### config.mk
export PLATFORM = sky130hd
export DESIGN_NAME = regfile_dumper_flat
export DESIGN_NICKNAME = d
export VERILOG_FILES = /design/src/rtl/regfile_dumper_if.sv /design/src/rtl/regfile_dumper.sv /design/src/flat_wrapper.sv
export SDC_FILE = /design/constraint.sdc
export NUM_CORES = 1
export LEC_CHECK = 0
export ABC_AREA = 1
export CAP_MARGIN = 20
export CORE_UTILIZATION = 43
export DETAILED_ROUTE_END_ITERATION = 6
export GPL_ROUTABILITY_DRIVEN = 0
export GPL_TIMING_DRIVEN = 0
export PLACE_DENSITY_LB_ADDON = 0.3
export SLEW_MARGIN = 20
export SYNTH_ARGS = -nofsm -noshare
export SYNTH_HDL_FRONTEND = slang
export SYNTH_SLANG_ARGS = --single-unit
### constraint.sdc
create_clock -name clk -period 2.1 [get_ports clk]
set_input_delay 0.21 -clock clk [delete_from_list [all_inputs] [get_ports clk]]
set_output_delay 0.21 -clock clk [all_outputs]
set_load 0.005 [all_outputs]
### src/rtl/regfile_dumper_if.sv
// Handshake/bus bundle between the register-file dumper, the regfile read port and the word sink.
interface regfile_dumper_if #(
    parameter int unsigned ADDRESS_WIDTH = 5,
    parameter int unsigned DATA_WIDTH    = 32
);
    logic                     start;
    logic [ADDRESS_WIDTH-1:0] first_reg;
    logic [ADDRESS_WIDTH-1:0] last_reg;
    logic [ADDRESS_WIDTH-1:0] rf_ad;
    logic [DATA_WIDTH-1:0]    rf_rd;
    logic                     out_valid;
    logic                     out_ready;
    logic [DATA_WIDTH-1:0]    out_data;
    logic [ADDRESS_WIDTH-1:0] out_addr;
    logic                     out_last;
    logic                     busy;
    logic                     done;

    modport master (
        input  start, first_reg, last_reg, rf_rd, out_ready,
        output rf_ad, out_valid, out_data, out_addr, out_last, busy, done
    );

    modport slave (
        output start, first_reg, last_reg, rf_rd, out_ready,
        input  rf_ad, out_valid, out_data, out_addr, out_last, busy, done
    );
endinterface

### src/rtl/regfile_dumper.sv
// Walks a (wrapping) register index range through one regfile read port and
// streams each captured word out on a valid/ready channel.
module regfile_dumper #(
    parameter int unsigned ADDRESS_WIDTH = 5,
    parameter int unsigned DATA_WIDTH    = 32
) (
    input  logic                    clk,
    input  logic                    rst,
    regfile_dumper_if.master        bus
);
    localparam int unsigned AW = ADDRESS_WIDTH;
    localparam int unsigned DW = DATA_WIDTH;

    typedef enum logic [1:0] {
        ST_IDLE,
        ST_READ,
        ST_SEND,
        ST_DONE
    } state_e;

    state_e          state_q, state_d;
    logic [AW-1:0]   cur_q, cur_d;
    logic [AW-1:0]   last_q, last_d;
    logic [DW-1:0]   data_q, data_d;
    logic [AW-1:0]   addr_q, addr_d;
    logic            olast_q, olast_d;
    logic [AW-1:0]   rf_ad_q, rf_ad_d;
    logic            valid_q, valid_d;
    logic            busy_q, busy_d;
    logic            done_q, done_d;

    // State and registered outputs
    always_ff @(posedge clk or posedge rst) begin
        if (rst) begin
            state_q <= ST_IDLE;
            cur_q   <= '0;
            last_q  <= '0;
            data_q  <= '0;
            addr_q  <= '0;
            olast_q <= 1'b0;
            rf_ad_q <= '0;
            valid_q <= 1'b0;
            busy_q  <= 1'b0;
            done_q  <= 1'b0;
        end else begin
            state_q <= state_d;
            cur_q   <= cur_d;
            last_q  <= last_d;
            data_q  <= data_d;
            addr_q  <= addr_d;
            olast_q <= olast_d;
            rf_ad_q <= rf_ad_d;
            valid_q <= valid_d;
            busy_q  <= busy_d;
            done_q  <= done_d;
        end
    end

    // Next state; outputs are decoded from the next state so they register in step with it
    always_comb begin
        state_d = state_q;
        cur_d   = cur_q;
        last_d  = last_q;
        data_d  = data_q;
        addr_d  = addr_q;
        olast_d = olast_q;

        unique case (state_q)
            ST_IDLE: begin
                if (bus.start) begin
                    cur_d   = bus.first_reg;
                    last_d  = bus.last_reg;
                    state_d = ST_READ;
                end
            end
            ST_READ: begin
                data_d  = bus.rf_rd;
                addr_d  = cur_q;
                olast_d = (cur_q == last_q);
                state_d = ST_SEND;
            end
            ST_SEND: begin
                if (bus.out_ready) begin
                    if (olast_q) begin
                        state_d = ST_DONE;
                    end else begin
                        cur_d   = cur_q + AW'(1);
                        state_d = ST_READ;
                    end
                end
            end
            ST_DONE: begin
                state_d = ST_IDLE;
            end
            default: state_d = ST_IDLE;
        endcase

        rf_ad_d = (state_d == ST_IDLE) ? '0 : cur_d;
        valid_d = (state_d == ST_SEND);
        busy_d  = (state_d == ST_READ) || (state_d == ST_SEND);
        done_d  = (state_d == ST_DONE);
    end

    assign bus.rf_ad     = rf_ad_q;
    assign bus.out_valid = valid_q;
    assign bus.out_data  = data_q;
    assign bus.out_addr  = addr_q;
    assign bus.out_last  = olast_q;
    assign bus.busy      = busy_q;
    assign bus.done      = done_q;
endmodule
### src/flat_wrapper.sv
// flat-port wrapper written by rule: the top's interface ports become plain ports
module regfile_dumper_flat 
#(
    parameter int unsigned ADDRESS_WIDTH = 5,
    parameter int unsigned DATA_WIDTH    = 32
)
  (clk, rst, bus_start, bus_first_reg, bus_last_reg, bus_rf_rd, bus_out_ready, bus_rf_ad, bus_out_valid, bus_out_data, bus_out_addr, bus_out_last, bus_busy, bus_done);
  regfile_dumper_if #(.ADDRESS_WIDTH(ADDRESS_WIDTH), .DATA_WIDTH(DATA_WIDTH)) bus_i ();
  input  logic clk;
  input  logic rst;
  input wire logic [$bits(bus_i.start)-1:0] bus_start;
  input wire logic [$bits(bus_i.first_reg)-1:0] bus_first_reg;
  input wire logic [$bits(bus_i.last_reg)-1:0] bus_last_reg;
  input wire logic [$bits(bus_i.rf_rd)-1:0] bus_rf_rd;
  input wire logic [$bits(bus_i.out_ready)-1:0] bus_out_ready;
  output wire logic [$bits(bus_i.rf_ad)-1:0] bus_rf_ad;
  output wire logic [$bits(bus_i.out_valid)-1:0] bus_out_valid;
  output wire logic [$bits(bus_i.out_data)-1:0] bus_out_data;
  output wire logic [$bits(bus_i.out_addr)-1:0] bus_out_addr;
  output wire logic [$bits(bus_i.out_last)-1:0] bus_out_last;
  output wire logic [$bits(bus_i.busy)-1:0] bus_busy;
  output wire logic [$bits(bus_i.done)-1:0] bus_done;
  assign bus_i.start = bus_start;
  assign bus_i.first_reg = bus_first_reg;
  assign bus_i.last_reg = bus_last_reg;
  assign bus_i.rf_rd = bus_rf_rd;
  assign bus_i.out_ready = bus_out_ready;
  assign bus_rf_ad = bus_i.rf_ad;
  assign bus_out_valid = bus_i.out_valid;
  assign bus_out_data = bus_i.out_data;
  assign bus_out_addr = bus_i.out_addr;
  assign bus_out_last = bus_i.out_last;
  assign bus_busy = bus_i.busy;
  assign bus_done = bus_i.done;
  regfile_dumper #(.ADDRESS_WIDTH(ADDRESS_WIDTH), .DATA_WIDTH(DATA_WIDTH)) u_core (.clk(clk), .rst(rst), .bus(bus_i));
endmodule
==> out/results.tsv <==
metric	value	unit
outcome	finished clean	
CTS tree	done	
Port Buf Inserts	91	
top cells by area, synth	dfrtp_1, nand2_1, inv_1	
pre-CTS setup slack	0.290	ns
Starting Density	45.6	%
crit path max fanout	7	
CTS clk-pin slew, worst paths	0.07	ns
vias in the first global route	2167	
Synth top area share	60.7	%
setup ws final	0.268	ns
Netlist Area Pre-Place	2390	sq um
full die area	5860	sq um
Seq/Total Area, Yosys	60.7	%
Worst setup SP type	flip-flop	
n_diodes	0	
critical path's top delay family	simple AND/OR/NAND/NOR gates	
total gr overflow	0	
routed wire length per instance	12.9	microns
first-pass GRT wire length	9.64	mm
IO Pins	92	
Vias per Instance	4.86	
die width	76.6	microns
largest net degree at the start of global routing	59	
post-layout net count	423	
Yosys reg bits	58	
crit end category	flip-flop	
Max IR drop VDD	731	uV
Core Region	5240	sq um
Period minus WS final	1.83	ns
path length in cells of the critical path	6	
die span in y	76.6	microns
Power per Cell Area	1420	nW/um^2
dominant cell type by area after synthesis	dfrtp_1	
Largest stage delay, worst path	0.46	ns
Skew-Pair Late Insertion Delay	0.33	ns
Min-Delay Path Class	input port to async pin	
total CTS buffers	9	
clock root buffer	clkbuf_8	
hold buffer count at cts	0	
Post-Syn Nets	321	
clock skew	0.00744	ns
R2R Path End	u_core.bus.rf_ad[0]	
htree depth	3	
Post-Route WL	5.77	mm
Worst Tran Pin Value	0.687	ns
post-route cell area	3550	sq um
leak pwr	1.74	nW
placed standard-cell area	3390	sq um
cts repair resizes	0	
Cells after Synth	271	
Setup crit end	u_core.bus.rf_ad[0]	
placed cell count	432	
initial antenna violation count	0	
Hold Vio Cnt, Final	0	
unrepaired setup endpoints after global routing	false	
crit path cell chain	nor2_1 -> nand2_1 -> o21ai_0 -> inv_1 -> ha_1 -> a31oi_1	
syn_area_per_cell	8.82	sq um
Post-CTS Setup Inserts	0	
gr usage total	21.1	%
Sink Count	58	
First DRT Iteration DRCs	104	
r2r setup slk	0.27	ns
CP Launch Point	u_core.state_q[0]	
Buf/Inv on CP	1	
max-cap violation count	0	
DRT Pass-1 Iters	4	
setup violators final	0	
relative slew slack	54.2	%
Final Non-Filler Cells	446	
dpl hpwl	4.10	mm
DRC viols	0	
Worst Setup Path Type	flip-flop to flip-flop	
worst r2r path cells	6	
period utilization	87.2	%
clk buf depth	2	
RR Startpoint	u_core.state_q[0]	
achievable frequency	546	MHz
share of cells above drive strength 1	7.18	%
standard-cell rows	26	
Fin Hold WS	0.364	ns
via count	2166	
Synth cell types	18	
CP Data Arrival Time	2.08	ns
YS warnings	0	
Max Slew Vio Count	0	
Post-DRT Antenna Nets	0	
Synth-to-Final Area Change	48.5	%
Worst Path Required	2.35	ns
slowest library cell on the worst path	dfrtp_1	
[kinds of logic (layout without fill, tap and decap cells)]
group           count (synthesis)  in the layout  share of synthesized area, %
simple gates                  145            145                          23.4
xor+xnor                        1              1                         0.367
fa+ha+maj                       4              4                          2.09
compound gates                 35             35                          8.01
flops                          58             58                          60.7
buf+inv                        28            133                          5.39
[stage by stage]
step                      utilization, %  setup TNS [ns]  total power (W)
after floorplan                        -               0          0.00300
after global placement              64.7          -33.87          0.00413
after detailed placement            64.7               0          0.00421
after CTS                           67.7               0          0.00508
after global routing                67.7               0          0.00544
final                               67.7               0          0.00503
[layout by cell type, fill, tap and decap left out]
| cell | n |
|---|---|
| clkbuf_8 | 10 |
| a21oi_1 | 11 |
| o22ai_1 | 4 |
| inv_2 | 2 |
| dfrtp_1 | 58 |
| o21bai_1 | 1 |
| ha_1 | 4 |
| buf_2 | 7 |
| o21ai_1 | 6 |
| clkdlybuf4s50_1 | 91 |
| nor2_4 | 1 |
| xor2_1 | 1 |
| inv_1 | 16 |
| nand3_1 | 6 |
| nand2_1 | 124 |
| a31oi_1 | 1 |
| nor2_1 | 14 |
| buf_6 | 2 |
| o21ai_0 | 9 |
| inv_4 | 1 |
| a22oi_1 | 3 |
| clkinv_2 | 4 |
[cell usage after synthesis, drive strengths merged]
cell type / count
xor2: 1
nand2: 124
o21bai: 1
inv: 19
o22ai: 4
o21ai: 15
nand3: 6
buf: 9
a22oi: 3
ha: 4
a31oi: 1
a21oi: 11
nor2: 15
dfrtp: 58
[area by class of cell]
class                   instances  area, sq um
flip-flops and latches         58         1450
plain buffers                   9         57.6
clock inverters                 4         20.0
repair buffers                 91          911
well taps                      70         87.6
multi-input cells             185          810
clock buffers                  10          138
inverters                      19         73.8
fillers                       432         1690
[worst min-delay path by stage]
stage / to / slack [ns]
after global placement: u_core.bus.out_data[16] / 0.45
after detailed placement: u_core.bus.out_data[0] / 0.46
after floorplan: u_core.bus.out_data[30] / 0.33
after CTS: u_core.bus.out_data[11] / 0.39
after global routing: u_core.bus.out_data[7] / 0.43
final: u_core.bus.out_data[15] / 0.36
[power by group]
part / total [W] / leakage (nW) / internal, W / switching [W]
clock network: 0.000848 / 0.0875 / 0.000438 / 0.000411
logic: 0.00226 / 0.938 / 0.00117 / 0.00109
registers: 0.00193 / 0.719 / 0.00163 / 0.000296
total: 0.00503 / 1.74 / 0.00324 / 0.00180
[per-layer routing]
metal | vias to the layer above | part of all wire (%) | track usage [%]
met5 | - | 0 | 0
met4 | 0 | 2.0 | 10.8
met3 | 11 | 4.9 | 4.31
met2 | 78 | 48 | 35.9
met1 | 1026 | 45 | 25.3
li1 | 1051 | - | -
[state kept, by name (all words and copies together), names as in the netlist]
name                  cells
u_core.bus.busy           1
u_core.bus.done           1
u_core.bus.out_addr       5
u_core.bus.out_data      32
u_core.bus.out_last       1
u_core.bus.out_valid      1
u_core.bus.rf_ad          5
u_core.cur_q              5
u_core.last_q             5
u_core.state_q            2
Power figures use the tool's default switching activity.
